[config.mk]
export PLATFORM = sky130hd
export DESIGN_NAME = adder_share_arbiter_flat
export DESIGN_NICKNAME = d
export VERILOG_FILES = /design/src/rtl/adder_share_arbiter_if.sv /design/src/rtl/adder_share_arbiter.sv /design/src/flat_wrapper.sv
export SDC_FILE = /design/constraint.sdc
export NUM_CORES = 1
export LEC_CHECK = 0
export ABC_AREA = 1
export CORE_AREA = 2 2 100 54
export CTS_CLUSTER_DIAMETER = 50
export DETAILED_ROUTE_END_ITERATION = 6
export DIE_AREA = 0 0 102 56
export HOLD_SLACK_MARGIN = 0.03
export PLACE_DENSITY = 0.83
export SLEW_MARGIN = 40
export SYNTH_ARGS = -nofsm -noshare
export SYNTH_HDL_FRONTEND = slang
export SYNTH_SLANG_ARGS = --single-unit
[constraint.sdc]
create_clock -name clk -period 3.22 [get_ports clk]
set_clock_uncertainty 0.05 [all_clocks]
set_input_delay 0.805 -clock clk [delete_from_list [all_inputs] [get_ports clk]]
set_output_delay 0.805 -clock clk [all_outputs]
set_load 0.03 [all_outputs]
[src/rtl/adder_share_arbiter_if.sv]
// Requester/response bundle between two adder clients and the arbiter.
// The optional subtract strobes exist only when ADDER_SUB_EN is defined.
interface adder_share_arbiter_if #(
    parameter int WIDTH = 11
);
    logic             req0_valid;
    logic             req0_ready;
    logic [WIDTH-1:0] req0_a;
    logic [WIDTH-1:0] req0_b;
    logic             req0_cin;
    logic             req1_valid;
    logic             req1_ready;
    logic [WIDTH-1:0] req1_a;
    logic [WIDTH-1:0] req1_b;
    logic             req1_cin;
`ifdef ADDER_SUB_EN
    logic             req0_sub;
    logic             req1_sub;
`endif
    logic             rsp0_valid;
    logic             rsp0_ready;
    logic             rsp1_valid;
    logic             rsp1_ready;
    logic [WIDTH-1:0] rsp_sum;
    logic             rsp_cout;

    modport master (
        output req0_valid, req0_a, req0_b, req0_cin,
        output req1_valid, req1_a, req1_b, req1_cin,
`ifdef ADDER_SUB_EN
        output req0_sub, req1_sub,
`endif
        output rsp0_ready, rsp1_ready,
        input  req0_ready, req1_ready,
        input  rsp0_valid, rsp1_valid,
        input  rsp_sum, rsp_cout
    );

    modport slave (
        input  req0_valid, req0_a, req0_b, req0_cin,
        input  req1_valid, req1_a, req1_b, req1_cin,
`ifdef ADDER_SUB_EN
        input  req0_sub, req1_sub,
`endif
        input  rsp0_ready, rsp1_ready,
        output req0_ready, req1_ready,
        output rsp0_valid, rsp1_valid,
        output rsp_sum, rsp_cout
    );
endinterface

[src/rtl/adder_share_arbiter.sv]
// Round-robin sharing of one external adder between two requesters.
// Optional ADDER_SUB_EN adds per-request subtract (A - B) support.
module adder_share_arbiter #(
    parameter int WIDTH   = 11,
    parameter bit RR_INIT = 1'b0
) (
    input  logic             clk,
    input  logic             rst_n,
    adder_share_arbiter_if.slave bus,
    output logic [WIDTH-1:0] add_a,
    output logic [WIDTH-1:0] add_b,
    output logic             add_cin,
    input  logic [WIDTH-1:0] add_sum,
    input  logic             add_cout
);

    typedef enum logic [1:0] {
        IDLE = 2'd0,
        CALC = 2'd1,
        RESP = 2'd2
    } state_e;

    state_e           state_q, state_d;
    logic             prio_q, prio_d;
    logic             owner_q, owner_d;
    logic [WIDTH-1:0] a_q, a_d;
    logic [WIDTH-1:0] b_q, b_d;
    logic             cin_q, cin_d;
    logic             sub_q, sub_d;
    logic [WIDTH-1:0] sum_q, sum_d;
    logic             cout_q, cout_d;

    logic gnt1;
    logic any_valid;
    logic rdy0, rdy1;
    logic own_ready;
    logic sub0, sub1;

`ifdef ADDER_SUB_EN
    assign sub0 = bus.req0_sub;
    assign sub1 = bus.req1_sub;
`else
    assign sub0 = 1'b0;
    assign sub1 = 1'b0;
`endif

    // Priority only breaks ties; a lone valid requester always wins.
    assign gnt1 = bus.req1_valid
                & (~bus.req0_valid | prio_q);
    assign any_valid = bus.req0_valid | bus.req1_valid;
    assign own_ready = owner_q ? bus.rsp1_ready
                               : bus.rsp0_ready;

    always_comb begin
        state_d = state_q;
        prio_d  = prio_q;
        owner_d = owner_q;
        a_d     = a_q;
        b_d     = b_q;
        cin_d   = cin_q;
        sub_d   = sub_q;
        sum_d   = sum_q;
        cout_d  = cout_q;
        rdy0    = 1'b0;
        rdy1    = 1'b0;
        unique case (state_q)
            IDLE: begin
                if (rst_n && any_valid) begin
                    rdy0    = ~gnt1;
                    rdy1    = gnt1;
                    owner_d = gnt1;
                    a_d     = gnt1 ? bus.req1_a : bus.req0_a;
                    b_d     = gnt1 ? bus.req1_b : bus.req0_b;
                    cin_d   = gnt1 ? bus.req1_cin : bus.req0_cin;
                    sub_d   = gnt1 ? sub1 : sub0;
                    state_d = CALC;
                end
            end
            CALC: begin
                sum_d   = add_sum;
                cout_d  = add_cout;
                state_d = RESP;
            end
            RESP: begin
                if (own_ready) begin
                    prio_d  = ~owner_q;
                    state_d = IDLE;
                end
            end
            default: state_d = IDLE;
        endcase
    end

    always_ff @(posedge clk) begin
        if (!rst_n) begin
            state_q <= IDLE;
            prio_q  <= RR_INIT;
            owner_q <= 1'b0;
            a_q     <= '0;
            b_q     <= '0;
            cin_q   <= 1'b0;
            sub_q   <= 1'b0;
            sum_q   <= '0;
            cout_q  <= 1'b0;
        end else begin
            state_q <= state_d;
            prio_q  <= prio_d;
            owner_q <= owner_d;
            a_q     <= a_d;
            b_q     <= b_d;
            cin_q   <= cin_d;
            sub_q   <= sub_d;
            sum_q   <= sum_d;
            cout_q  <= cout_d;
        end
    end

    // Subtract is A + ~B + 1; the requester's carry-in is ignored.
    assign add_a   = a_q;
    assign add_b   = sub_q ? ~b_q : b_q;
    assign add_cin = sub_q | cin_q;

    assign bus.req0_ready = rdy0;
    assign bus.req1_ready = rdy1;
    assign bus.rsp0_valid = rst_n & (state_q == RESP) & ~owner_q;
    assign bus.rsp1_valid = rst_n & (state_q == RESP) & owner_q;
    assign bus.rsp_sum    = sum_q;
    assign bus.rsp_cout   = cout_q;

endmodule

[src/flat_wrapper.sv]
// flat-port wrapper written by rule: the top's interface ports become plain ports
module adder_share_arbiter_flat 
#(
    parameter int WIDTH   = 11,
    parameter bit RR_INIT = 1'b0
)
  (clk, rst_n, add_a, add_b, add_cin, add_sum, add_cout, bus_req0_valid, bus_req0_a, bus_req0_b, bus_req0_cin, bus_req1_valid, bus_req1_a, bus_req1_b, bus_req1_cin, bus_rsp0_ready, bus_rsp1_ready, bus_req0_ready, bus_req1_ready, bus_rsp0_valid, bus_rsp1_valid, bus_rsp_sum, bus_rsp_cout);
  adder_share_arbiter_if #(.WIDTH(WIDTH)) bus_i ();
  input  logic clk;
  input  logic rst_n;
  output logic [WIDTH-1:0] add_a;
  output logic [WIDTH-1:0] add_b;
  output logic add_cin;
  input  logic [WIDTH-1:0] add_sum;
  input  logic add_cout;
  input wire logic [$bits(bus_i.req0_valid)-1:0] bus_req0_valid;
  input wire logic [$bits(bus_i.req0_a)-1:0] bus_req0_a;
  input wire logic [$bits(bus_i.req0_b)-1:0] bus_req0_b;
  input wire logic [$bits(bus_i.req0_cin)-1:0] bus_req0_cin;
  input wire logic [$bits(bus_i.req1_valid)-1:0] bus_req1_valid;
  input wire logic [$bits(bus_i.req1_a)-1:0] bus_req1_a;
  input wire logic [$bits(bus_i.req1_b)-1:0] bus_req1_b;
  input wire logic [$bits(bus_i.req1_cin)-1:0] bus_req1_cin;
  input wire logic [$bits(bus_i.rsp0_ready)-1:0] bus_rsp0_ready;
  input wire logic [$bits(bus_i.rsp1_ready)-1:0] bus_rsp1_ready;
  output wire logic [$bits(bus_i.req0_ready)-1:0] bus_req0_ready;
  output wire logic [$bits(bus_i.req1_ready)-1:0] bus_req1_ready;
  output wire logic [$bits(bus_i.rsp0_valid)-1:0] bus_rsp0_valid;
  output wire logic [$bits(bus_i.rsp1_valid)-1:0] bus_rsp1_valid;
  output wire logic [$bits(bus_i.rsp_sum)-1:0] bus_rsp_sum;
  output wire logic [$bits(bus_i.rsp_cout)-1:0] bus_rsp_cout;
  assign bus_i.req0_valid = bus_req0_valid;
  assign bus_i.req0_a = bus_req0_a;
  assign bus_i.req0_b = bus_req0_b;
  assign bus_i.req0_cin = bus_req0_cin;
  assign bus_i.req1_valid = bus_req1_valid;
  assign bus_i.req1_a = bus_req1_a;
  assign bus_i.req1_b = bus_req1_b;
  assign bus_i.req1_cin = bus_req1_cin;
  assign bus_i.rsp0_ready = bus_rsp0_ready;
  assign bus_i.rsp1_ready = bus_rsp1_ready;
  assign bus_req0_ready = bus_i.req0_ready;
  assign bus_req1_ready = bus_i.req1_ready;
  assign bus_rsp0_valid = bus_i.rsp0_valid;
  assign bus_rsp1_valid = bus_i.rsp1_valid;
  assign bus_rsp_sum = bus_i.rsp_sum;
  assign bus_rsp_cout = bus_i.rsp_cout;
  adder_share_arbiter #(.WIDTH(WIDTH), .RR_INIT(RR_INIT)) u_core (.clk(clk), .rst_n(rst_n), .bus(bus_i), .add_a(add_a), .add_b(add_b), .add_cin(add_cin), .add_sum(add_sum), .add_cout(add_cout));
endmodule
==> summary by stage <==
Route
The number of nets with antenna violations after detailed routing is 0. After detailed routing, the average wire length per cell comes to slightly above 10 um. The first-iteration detailed-routing DRC count is 60. For this run, the detailed router's first-pass iteration total came to 4. Wires add up to approximately 5000 um. Summing over every cut layer, the via total after detailed routing is about 2.1k.

The routed via count divided by cell count is roughly 4.2. The final routed DRC violation total is 0.

Setup path
Walking the worst path, the cells encountered are clkdlybuf4s50_1 -> buf_4 -> nand2_1 -> nor2_1 -> buf_4. The critical path endpoint category is an output pin. For this design, the slowest cell found on the critical path is sky130_fd_sc_hd__clkdlybuf4s50_1. The worst register-to-register path has a depth of 5. The data required time at the worst endpoint is between 2 and 2.5 ns. The most prevalent standard cell on the critical path is sky130_fd_sc_hd__buf_4.

The startpoint kind of the worst setup timing path is a primary input. The worst setup path is of the in2out kind. STA puts the critical path data arrival time at approximately 2.0 ns.

The worst stage delay on the critical path is between 0.5 and 0.6 ns. The largest fanout of any net on the critical path is 19.

Timing
The post-route fraction of the period consumed by the critical path is approximately 90%. The slew of the pin with the lowest slew margin is slightly below 0.6 ns. Derived from the worst setup path, the maximum achievable clock frequency is 347 MHz. The final hold slack is 0.450 ns. The final-layout setup total negative slack is 0 ns.

Once routing completed, OpenROAD measured the worst setup slack at ~0.34 ns. Setup repair after global routing left no endpoint under its margin. Headroom to the max-slew limit came out at between 60% and 70%. The final setup violation count is 0.

The clock period minus worst slack is 2.88 ns. The final number of max-transition violations was 0. The final hold violation count is 0.

Placement
The total half-perimeter wirelength after legalization and detailed placement is 3790 um. The instance area at placement is around 3000 um2. The final weighted congestion in routability-driven placement is between 0.8 and 0.9. In this run the tool buffered the top-level ports with just over 100 buffer cells. Once placement completed, the tool counted placed cells totaling between 400 and 500.

The setup slack at placement is around 0.35 ns.

Die
The core box area is between 4000 and 5000 um2. The x dimension of the die is just over 100 um. In this run the core area contains 18 standard-cell rows. Once the floorplan was initialized, standard cells occupied 41.1% of the core. The die covers around 5700 um2. The count of pins on the block boundary is a little over 100. The floorplan die height is between 50 and 60 um.

Layout
The final standard cell utilization of the core is 64.1%. The final standard cell count with taps included and fillers excluded is between 400 and 500. After filler insertion, the fill cell instance count of the layout stands at about 440. The layout net count is about 500. In the final layout, the share of cells above drive strength 1 is ~5.1%. The finished cells cover roughly 3100 um2. The antenna diode count is 0. The relative area change from synthesis to final layout is 55.9%.

Clock tree
Clock-pin slew was measured on the worst setup and hold paths at 0.07 ns. The TritonCTS sink count is 39. Post-CTS timing repair inserted 0 buffers for setup. TritonCTS built the clock tree. In this run, post-CTS hold repair placed 0 buffers.

CTS placed an instance of sky130_fd_sc_hd__clkbuf_8 at the clock tree root. The H-tree generated during clock tree synthesis spans 2 levels. The quantity of gates resized following cts is 0. The later pin in the worst-skew pair is clocked with a latency of roughly 0.27 ns. The number of buffers between clock root and the deepest sink is 2. The number of buffers created by CTS is 5.

Pwr
The total power per unit cell area is 429 nW/um2. Combinational logic is responsible for between 30% and 40% of the overall power. The maximum vdd ir drop is 0.219 mV. Sequential cells account for around 43% of the total power.

The overall power is between 1 and 1.5 mW. The net switching power figure is 0.427 mW. For this design the static power due to leakage is between 1.5 and 2 nW. The net switching share of the total power is 32.5%. Internal power comes to just under 0.9 mW.

The share of total power dissipated in the clock network is a little under a quarter.

Run
Across the run, the number of max-cap violations was 0.

Outcome
The flow ran to the end, and the final reports show no timing, DRC or antenna violations.

Yosys
Synthesis handed over a netlist of between 300 and 400 instances. Ranked by total cell area, the synthesized netlist is headed by sky130_fd_sc_hd__dfxtp_1, sky130_fd_sc_hd__nand2_1, sky130_fd_sc_hd__nor2_1, sky130_fd_sc_hd__inv_1, sky130_fd_sc_hd__buf_6. The number of different library cells used by synthesis comes to 17. The share of the Yosys chip area taken by registers is around two fifths. Counting flops and latches in the post-synthesis netlist gives 39.

The count of yosys warnings during synthesis is 0. A synthesized cell averages between 5 and 6 um2. The cell area after technology mapping is slightly below 2000 um2. The number of nets handed over by synthesis was 393. The cell taking the most area after synthesis is sky130_fd_sc_hd__dfxtp_1.

The share of the synthesized area in the top cell type is about two fifths.

Global routing
After global routing the overflow that remains totals 0. The initial antenna violation count is 0. The number of global-route vias before repair is approximately 1.8k. The first global-routing pass estimated 8180 um of wire.

Global routing used between 15 and 20% of the available tracks. Entering global routing, the biggest net connects 47 pins.

Min path
The path class of the lowest-slack min-delay path is reg2reg. The cell count of the worst hold path is 2.
[cell type report]
class | count | area (um2) | share of cell area [%]
repair buffers | 106 | 1040 | 34.0
multi-input cells | 223 | 875 | 28.6
flip-flops and latches | 39 | 781 | 25.5
inverters | 52 | 195 | 6.38
well taps | 70 | 87.6 | 2.86
clock buffers | 7 | 76.3 | 2.49
clock inverters | 1 | 5.00 | 0.164
[Yosys cell counts, drive strengths merged]
library cell,number
nor2,104
nand2,102
inv,52
dfxtp,39
buf,14
o21ai,12
a21oi,2
nand3,2
clkbuf,1
o22ai,1
[routing by layer]
layer	wire (um)	vias up	GRT usage, %
met5	0	-	0
met4	17	0	3.43
met3	557	2	7.41
met2	1950	79	26.0
met1	2500	868	24.6
li1	-	1139	-
[kinds of logic after synthesis]
group                  after synthesis  share of synthesized area [%]
AND/OR/NAND/NOR                    208                           40.7
buffers and inverters               67                           15.7
AO/OA/AOI/OAI                       15                           3.89
flip-flops                          39                           39.8
[cell usage in the layout, fill, tap and decap left out]
cell type and instances:
sky130_fd_sc_hd__clkbuf_8 5, sky130_fd_sc_hd__nor2_4 1, sky130_fd_sc_hd__o22ai_1 1, sky130_fd_sc_hd__inv_1 48, sky130_fd_sc_hd__o21ai_1 10, sky130_fd_sc_hd__inv_2 4, sky130_fd_sc_hd__dfxtp_1 39, sky130_fd_sc_hd__buf_4 8
sky130_fd_sc_hd__nor2_2 2, sky130_fd_sc_hd__a21oi_1 2, sky130_fd_sc_hd__o21ai_0 2, sky130_fd_sc_hd__nand2_1 101, sky130_fd_sc_hd__nand3_1 2, sky130_fd_sc_hd__nand2_2 1, sky130_fd_sc_hd__clkbuf_1 2, sky130_fd_sc_hd__clkdlybuf4s50_1 98
sky130_fd_sc_hd__nor2_1 101, sky130_fd_sc_hd__clkinv_2 1
[worst max-delay path, delay by kind of cell]
family | cells | cell delay [ns]
buffers and inverters | 3 | 0.96
and+or+nand+nor | 2 | 0.26
[power by group through the flow]
stage	combinational (mW)	clock [mW]	sequential [mW]
global placement	0.443	0	0.567
floorplan	0.169	0	0.656
CTS	0.449	0.320	0.558
global route	0.493	0.343	0.564
finish	0.445	0.309	0.558
detailed placement	0.447	0	0.569
[state kept, by name (all words and copies together), names as in the netlist]
signal,count
u_core.add_a,11
u_core.b_q,11
u_core.bus.rsp_cout,1
u_core.bus.rsp_sum,11
u_core.cin_q,1
u_core.owner_q,1
u_core.prio_q,1
u_core.state_q,2
[final timing paths]
kind                      from                      to  slack [ns]
max                      rst_n          bus_rsp0_valid        0.34
min              u_core.prio_q           u_core.prio_q        0.45
max reg2reg  u_core.state_q[0]  u_core.bus.rsp_sum[10]        1.75
min reg2reg      u_core.prio_q           u_core.prio_q        0.45
No activity file was read; power rests on OpenSTA's default activity.
